File: config.mk
export PLATFORM = sky130hd
export DESIGN_NAME = rtc_write_sequencer
export DESIGN_NICKNAME = d
export VERILOG_FILES = /design/src/rtl/rtc_write_sequencer.sv
export SDC_FILE = /design/constraint.sdc
export NUM_CORES = 1
export LEC_CHECK = 0
export CAP_MARGIN = 40
export CORE_MARGIN = 2
export CORE_UTILIZATION = 50
export CTS_CLUSTER_SIZE = 30
export DETAILED_ROUTE_END_ITERATION = 7
export GPL_ROUTABILITY_DRIVEN = 0
export PLACE_DENSITY_LB_ADDON = 0.1
export SLEW_MARGIN = 25
export SYNTH_ARGS = -nofsm -noshare
export SYNTH_HDL_FRONTEND = slang
export SYNTH_SLANG_ARGS = --single-unit
File: constraint.sdc
create_clock -name clk -period 3.1 [get_ports clk]
set_input_delay 0.775 -clock clk [delete_from_list [all_inputs] [get_ports clk]]
set_output_delay 0.775 -clock clk [all_outputs]
set_load 0.01 [all_outputs]
File: src/rtl/rtc_write_sequencer.sv
`default_nettype none
// rtc_write_sequencer: snapshots RTC parameter bytes on start and issues them as single-byte
// register writes, ending with a commit write. Rev 1.0
module rtc_write_sequencer #(
  parameter logic [7:0]  ADDR_DT     = 8'h21,
  parameter logic [7:0]  ADDR_TMR    = 8'h41,
  parameter logic [7:0]  ADDR_COMMIT = 8'hF1,
  parameter logic [7:0]  DATA_COMMIT = 8'h00,
  parameter int unsigned TIMEOUT     = 255
) (
  input  logic       clk,
  input  logic       rst,
  input  logic       start,
  input  logic [1:0] sel,
  input  logic [7:0] s,
  input  logic [7:0] m,
  input  logic [7:0] h,
  input  logic [7:0] d,
  input  logic [7:0] me,
  input  logic [7:0] a,
  input  logic [7:0] st,
  input  logic [7:0] mt,
  input  logic [7:0] ht,
  input  logic       wr_ack,
  output logic       wr_req,
  output logic [7:0] wr_addr,
  output logic [7:0] wr_data,
  output logic       busy,
  output logic       done,
  output logic       err
);

  typedef enum logic [2:0] {IDLE, REQ, GAP, DONE, ERR} state_t;

  // Unified write list: 0..5 date/time, 6..8 timer, 9 commit.
  localparam logic [3:0] IDX_DT_LAST  = 4'd5;
  localparam logic [3:0] IDX_TMR      = 4'd6;
  localparam logic [3:0] IDX_COMMIT   = 4'd9;
  localparam logic [7:0] TIMEOUT_LAST = 8'(TIMEOUT - 1);

  state_t          state_q, state_d;
  logic [3:0]      idx_q, idx_d;
  logic [7:0]      cnt_q, cnt_d;
  logic [8:0][7:0] snap_q, snap_d;
  logic            tmr_q, tmr_d;
  logic            req_d, busy_d, done_d, err_d;
  logic [7:0]      addr_d, data_d;
  logic [8:0][7:0] live;

  assign live = {ht, mt, st, a, me, d, h, m, s};

  function automatic logic [7:0] addr_of(input logic [3:0] idx);
    if (idx < IDX_TMR)         addr_of = ADDR_DT + {4'd0, idx};
    else if (idx < IDX_COMMIT) addr_of = ADDR_TMR + {4'd0, 4'(idx - IDX_TMR)};
    else                       addr_of = ADDR_COMMIT;
  endfunction

  function automatic logic [7:0] data_of(input logic [3:0] idx, input logic [8:0][7:0] bytes);
    if (idx < IDX_COMMIT) data_of = bytes[idx];
    else                  data_of = DATA_COMMIT;
  endfunction

  always_comb begin
    state_d = state_q;
    idx_d   = idx_q;
    cnt_d   = cnt_q;
    snap_d  = snap_q;
    tmr_d   = tmr_q;
    req_d   = wr_req;
    addr_d  = wr_addr;
    data_d  = wr_data;
    busy_d  = busy;
    done_d  = 1'b0;
    err_d   = 1'b0;
    case (state_q)
      IDLE: begin
        if (start && sel != 2'b00) begin
          snap_d  = live;
          tmr_d   = sel[1];
          idx_d   = sel[0] ? 4'd0 : IDX_TMR;
          // First write comes from the live bytes, which equal the snapshot being taken.
          addr_d  = addr_of(idx_d);
          data_d  = data_of(idx_d, live);
          req_d   = 1'b1;
          busy_d  = 1'b1;
          cnt_d   = 8'd0;
          state_d = REQ;
        end
      end
      REQ: begin
        if (wr_ack) begin
          req_d = 1'b0;
          cnt_d = 8'd0;
          if (idx_q == IDX_COMMIT) begin
            done_d  = 1'b1;
            busy_d  = 1'b0;
            state_d = DONE;
          end else begin
            state_d = GAP;
          end
        end else if (cnt_q == TIMEOUT_LAST) begin
          req_d   = 1'b0;
          cnt_d   = 8'd0;
          err_d   = 1'b1;
          busy_d  = 1'b0;
          state_d = ERR;
        end else begin
          cnt_d = cnt_q + 8'd1;
        end
      end
      GAP: begin
        idx_d   = (idx_q == IDX_DT_LAST && !tmr_q) ? IDX_COMMIT : 4'(idx_q + 4'd1);
        addr_d  = addr_of(idx_d);
        data_d  = data_of(idx_d, snap_q);
        req_d   = 1'b1;
        state_d = REQ;
      end
      DONE:    state_d = IDLE;
      ERR:     state_d = IDLE;
      default: state_d = IDLE;
    endcase
  end

  always_ff @(posedge clk or negedge rst) begin
    if (!rst) begin
      state_q <= IDLE;
      idx_q   <= 4'd0;
      cnt_q   <= 8'd0;
      snap_q  <= '0;
      tmr_q   <= 1'b0;
      wr_req  <= 1'b0;
      wr_addr <= 8'd0;
      wr_data <= 8'd0;
      busy    <= 1'b0;
      done    <= 1'b0;
      err     <= 1'b0;
    end else begin
      state_q <= state_d;
      idx_q   <= idx_d;
      cnt_q   <= cnt_d;
      snap_q  <= snap_d;
      tmr_q   <= tmr_d;
      wr_req  <= req_d;
      wr_addr <= addr_d;
      wr_data <= data_d;
      busy    <= busy_d;
      done    <= done_d;
      err     <= err_d;
    end
  end

endmodule
`default_nettype wire
==> results of run 1 <==
[logic make-up (layout without fill, tap and decap cells)]
kind of cell | count (synthesis) | after routing
AO/OA/AOI/OAI | 94 | 94
XOR/XNOR | 4 | 4
adder cells (fa/ha/maj) | 7 | 7
buffers and inverters | 53 | 149
flip-flops | 108 | 108
multiplexers | 33 | 33
AND/OR/NAND/NOR | 342 | 342
[critical path: cells and delay by family (launching register included)]
family	cells	cell delay, ps
DFF	1	410
adders and majority gates	2	630
and+or+nand+nor	2	200
xor gates and xnor gates	1	150
AOI/OAI and AO/OA	2	530
buffers and inverters	2	400
[cell usage after synthesis, drive strengths merged (2+ instances only)]
| cell | number | area, µm² |
|---|---|---|
| nor2b | 2 | 12.5 |
| dfrtp | 108 | 2700 |
| and2 | 9 | 57.6 |
| a211o | 17 | 149 |
| nor3b | 2 | 31.3 |
| a31oi | 11 | 68.8 |
| o21a | 3 | 22.5 |
| a22oi | 17 | 133 |
| xnor2 | 2 | 17.5 |
| mux2i | 32 | 320 |
| inv | 18 | 75.1 |
| nand3 | 10 | 50.1 |
| nand2b | 3 | 18.8 |
| nor3 | 8 | 40.0 |
| ha | 7 | 87.6 |
| o21ai | 14 | 70.1 |
| o22ai | 8 | 50.1 |
| nor2 | 24 | 90.1 |
| buf | 24 | 205 |
| a21oi | 13 | 76.3 |
| nand2 | 274 | 1030 |
| and3 | 6 | 38.8 |
| clkbuf | 11 | 75.1 |
| xor2 | 2 | 17.5 |
[registers in the layout, indices dropped and copies added, names as in the netlist]
name,flops
tmr_q,1
idx_q,4
done,1
wr_req,1
err,1
state_q,3
snap_q,72
wr_data,8
cnt_q,8
wr_addr,8
busy,1
[power breakdown]
group | switching, W | internal, W
sequential | 0.000423 | 0.00201
combinational | 0.00173 | 0.00132
clock | 0.000495 | 0.000478
[stage by stage]
step	area (µm²)	hold WS [ps]
2_1_floorplan	5610	437
3_3_place_gp	6640	453
3_5_place_dp	6640	455
4_1_cts	6860	408
5_1_grt	6880	433
6_report	6880	394
[area by class of cell]
| type | instances | area share, % |
|---|---|---|
| Timing Repair Buffer | 115 | 16.4 |
| Multi-Input combinational cell | 480 | 37.4 |
| Sequential cell | 108 | 39.3 |
| Clock buffer | 10 | 2.00 |
| Tap cell | 140 | 2.55 |
| Clock inverter | 6 | 1.26 |
| Inverter | 18 | 1.09 |
[worst paths after layout]
check	to	slack, ps
max in group asynchronous	snap_q[18]$_DFFE_PN0P_	1900
max reg2reg	wr_addr[2]$_DFFE_PN0P_	680
min reg2reg	snap_q[67]$_DFFE_PN0P_	470
min	cnt_q[2]$_DFFE_PN0P_	390
min in group clk	snap_q[67]$_DFFE_PN0P_	470
max	wr_addr[2]$_DFFE_PN0P_	680
[routing by layer]
metal / share of wire, % / routed length [µm]
met1: 43 / 6070
met2: 49 / 6910
met3: 5.2 / 732
met4: 2.8 / 398
met5: 0 / 0
==> impl_metrics.toml, run 1 <==
[clocking]
cts_sinks = 108
h-tree-depth = 3
cts_setup_buffers = 0
cts-root-buf = "clkbuf_8"
cts_hold_buffers = 0
clk_pin_slew_ps = 110
cts_resized = 0
numCtsBuffers = 9
cts_tree = "built"
insertion_delay_ps = 380
clockBufferDepth = 2

[critical_path]
worstPathArrival_ps = 2690
worstPathCellList = "buf_4 > ha_1 > nand2b_1 > o21a_1 > inv_6 > ha_1 > xor2_1 > nor3_1 > a221o_1"
cp_slowest_cell = "dfrtp_1"
crit_top_cell = "ha_1"
crit_type = "reg2reg"
cp-end-kind = "flop"
worstSetupStartpointType = "flop"
cpPeakStageDelay_ps = 410
rr_startpoint = "idx_q[0]$_DFFE_PN0P_"
cp.required_ps = 3370
cp_max_fo = 21
ff2ff_path_depth = 9
cp-startpoint = "idx_q[0]$_DFFE_PN0P_"

[logic_synthesis]
synth.distinct_cells = 53
yosysSeqAreaShare_pct = 48.2
synthAdderAreaFrac_pct = 1.56
synthXorXnorAreaFrac_pct = 0.625
yosysWarnings = 0
syn_avg_cell_area_um2 = 8.75
synth_edf_count = 0
synth-async-reset-ratio_pct = 100
synth-main-ff-cell = "dfrtp_1"
synth_top_family_by_area = "simple AND/OR/NAND/NOR gates"
ys_seq_elements = 108
yosys.area_share.simple_pct = 25.3
muxShareOfSynthArea_pct = 5.91
syn-cell-area_um2 = 5610
synth_cells = 641
synth-compound-area-share_pct = 12.1
syn_nets = 726

[placed_design]
dpl_worst_slack_ps = 353
post-dp-hpwl_um = 10100
dp_cells = 859
placement.io_buffers = 97

[grt]
grt_use_met1_pct = 32.7
grt.met2_usage_pct = 42.2
antenna_found_initial = 0
grt_use_total_pct = 25.3
grt-ovfl-total = 0
grt_pass1_vias = 4755
grt_pass1_wl_um = 23400
met3_usage_pct = 4.09
grt_max_degree = 52
busiest_layer = "met2"

[layout]
fillers = 980
finalNetCount = 817
area_growth_syn_to_layout_pct = 22.6
fin_cells = 877
final_common_cell = "nand2_1"
post-route-util_pct = 63.1
final_cell_mix = "nand2_1, dfrtp_1, clkdlybuf4s50_1, mux2i_1, nor2_1"
diodes = 0
final_layout_size_suffix_gt1_share_pct = 6.92
ff_latch_area_um2 = 2700
multi_input_comb_area_um2 = 2570

[sta]
rsz0062_at_grt = "no"
max-slew-margin-rel_pct = 52.5
period_needed_ps = 2420
setup_slack_ps = 681
maxSlewViolCount = 0
finalHoldViolCount = 0
final.setup.tns_ps = 0
worst_slew_pin_slew_ps = 712
finalCritPeriodShare_pct = 78.0
setup-violations-final = 0
fin_skew_ps = 10.7
clock.fmax_mhz = 413

[drt]
drtIter0Drc = 240
avgViaCountPerCell = 5.46
drt.antenna.violating_nets = 0
wl_per_cell_um = 16.1
route.detailed.drc = 0
wl_um = 14100
drtPass1Iterations = 4
vias = 4790

[power]
power_density_nw_per_um2 = 940
ir_worst_vdd_mv = 0.487
p_leak_nw = 3.35
total_power_w = 0.00646

[floorplan]
die_h_um = 110
rows = 38
die-area_um2 = 12100
start_util_pct = 51.5
coreArea_um2 = 10900
ios = 98
die_x_um = 110

[min_path]
holdCritPathClass = "in2async"

[flow_run]
cap_violations = 0

[run_status]
status = "complete, no violations"
Note: power is estimated with default switching activity, not from simulation.
==> run 2: changes to the inputs <==
--- a/config.mk
+++ b/config.mk
@@ -7,7 +7,7 @@
 export LEC_CHECK = 0
 export CAP_MARGIN = 40
 export CORE_MARGIN = 2
-export CORE_UTILIZATION = 50
+export CORE_UTILIZATION = 48
 export CTS_CLUSTER_SIZE = 30
 export DETAILED_ROUTE_END_ITERATION = 7
 export GPL_ROUTABILITY_DRIVEN = 0
==> constraint.sdc (replaced) <==
create_clock -name clk -period 2.1 [get_ports clk]
set_input_delay 0.525 -clock clk [delete_from_list [all_inputs] [get_ports clk]]
set_output_delay 0.525 -clock clk [all_outputs]
set_load 0.01 [all_outputs]
==> impl_metrics.toml, run 2 (same netlist as run 1, synthesis figures left out) <==
[critical_path]
worstPathCellList = "inv_2 > ha_4 > nor3b_4 > buf_6 > a21oi_4 > inv_4 > ha_4 > xor2_1 > nor3_1 > a221o_1"
cp.required_ps = 2330
worstSetupStartpointType = "flop"
crit_top_cell = "ha_4"
cp-end-kind = "flop"
crit_type = "reg2reg"
cp_slowest_cell = "dfrtp_2"
worstPathArrival_ps = 2270
cp_max_fo = 6
cpPeakStageDelay_ps = 430

[layout]
largest_register = "snap_q"
largest_reg_flops = 72
final_common_cell = "nand2_1"
diodes = 0
fillers = 1002
design_area_um2 = 7190
final_cell_mix = "nand2_1, dfrtp_1, clkdlybuf4s50_1, buf_4, mux2i_1"
finalNetCount = 839
area_growth_syn_to_layout_pct = 28.2
final_layout_size_suffix_gt1_share_pct = 10.4

[clocking]
cts_sinks = 108
clockBufferDepth = 2
cts_tree = "built"
insertion_delay_ps = 350
cts-root-buf = "clkbuf_16"
clk_pin_slew_ps = 70
cts_hold_buffers = 0
numCtsBuffers = 9
h-tree-depth = 3

[floorplan]
start_util_pct = 49.1
die-area_um2 = 12600
coreArea_um2 = 11400
ios = 98
die_h_um = 112
rows = 39
die_x_um = 112

[drt]
avgViaCountPerCell = 5.40
vias = 4861
wl_per_cell_um = 16.2
route.detailed.drc = 0
drt.antenna.violating_nets = 0
wl_um = 14500
drtPass1Iterations = 4
drtIter0Drc = 261

[flow_run]
cap_violations = 0

[power]
total_power_w = 0.0103
clkPwrFrac_pct = 16.2
pwr-share-seq_pct = 35.0
power_density_nw_per_um2 = 1430
ir_worst_vdd_mv = 1.15
sw_frac_of_total_pct = 39.7
power_frac_comb_pct = 48.9
intPower_w = 0.00619
p_switching_w = 0.00407
p_leak_nw = 3.49

[grt]
grt-ovfl-total = 0
grt_use_total_pct = 24.3
grt_pass1_vias = 4993
grt_max_degree = 55
grt_pass1_wl_um = 24300
antenna_found_initial = 0

[sta]
worst_slew_pin_slew_ps = 696
finalCritPeriodShare_pct = 97.5
rsz0062_at_grt = "yes"
clock.fmax_mhz = 488
fin_skew_ps = 9.40
period_needed_ps = 2050
maxSlewViolCount = 0
finalHoldViolCount = 0
max-slew-margin-rel_pct = 53.5
setup-violations-final = 0

[placed_design]
placed_cell_area_um2 = 6870
post-dp-hpwl_um = 10500
placement.io_buffers = 97

[run_status]
status = "complete, no violations"

[min_path]
holdCritPathClass = "in2async"
run 2: area by class of cell:
| type | count | area [µm²] | area share [%] |
|---|---|---|---|
| repair buffers | 137 | 1330 | 18.4 |
| flip-flops and latches | 108 | 2710 | 37.6 |
| clock inverters | 4 | 51.3 | 0.713 |
| multi-input cells | 480 | 2620 | 36.5 |
| clock buffers | 10 | 229 | 3.18 |
| inverters | 18 | 77.6 | 1.08 |
| well taps | 143 | 179 | 2.49 |
run 2: per-layer routing:
layer  share of wire [%]  global-route usage [%]  up-vias
met2                  47                    38.3      132
met4                 2.8                    10.7        0
met5                   0                       0        -
met3                 4.4                    5.51       26
met1                  45                    32.3     2356
li1                    -                       -     2347
run 2: timing repair:
action	CTS	global route
resized for setup	0	5
buffers inserted	0	3
setup endpoints to repair	0	10
run 2: final timing paths:
path	from	endpoint	slack (ps)	cells after the start
setup / recovery	idx_q[1]$_DFFE_PN0P_	wr_addr[2]$_DFFE_PN0P_	50	10
hold / removal	rst	snap_q[34]$_DFFE_PN0P_	70	1
setup reg to reg	idx_q[1]$_DFFE_PN0P_	wr_addr[2]$_DFFE_PN0P_	50	10
hold reg to reg	snap_q[29]$_DFFE_PN0P_	snap_q[29]$_DFFE_PN0P_	480	2
max in group asynchronous	rst	idx_q[1]$_DFFE_PN0P_	1410	2
min in group clk	snap_q[29]$_DFFE_PN0P_	snap_q[29]$_DFFE_PN0P_	480	2
run 2: worst max-delay path, delay by kind of cell (launching register included):
family	cells	cell delay [ps]
flops	1	430
xor+xnor	1	140
fa+ha+maj	2	410
simple gates	2	210
buf+inv	3	240
compound gates	2	490
run 2: through the flow:
step	TNS (ps)	std cells	utilization (%)	setup slack, ps	hold slack [ps]
after floorplan	-2.64	641	-	-2.64	229
after detailed placement	-316	883	60.2	-65.8	458
final	0	900	63.0	52.8	73.6
after CTS	0	897	62.6	12.6	79.1
after global routing	-50.4	900	63.0	-39.6	95.9
after global placement	0	883	60.2	26.1	452
run 2: power groups by stage:
stage | clock, W | combinational, W | sequential, W
final | 0.00166 | 0.00501 | 0.00359
after global placement | 0 | 0.00480 | 0.00358
after CTS | 0.00169 | 0.00496 | 0.00357
after global routing | 0.00178 | 0.00557 | 0.00369
after floorplan | 0 | 0.00337 | 0.00351
after detailed placement | 0 | 0.00495 | 0.00360
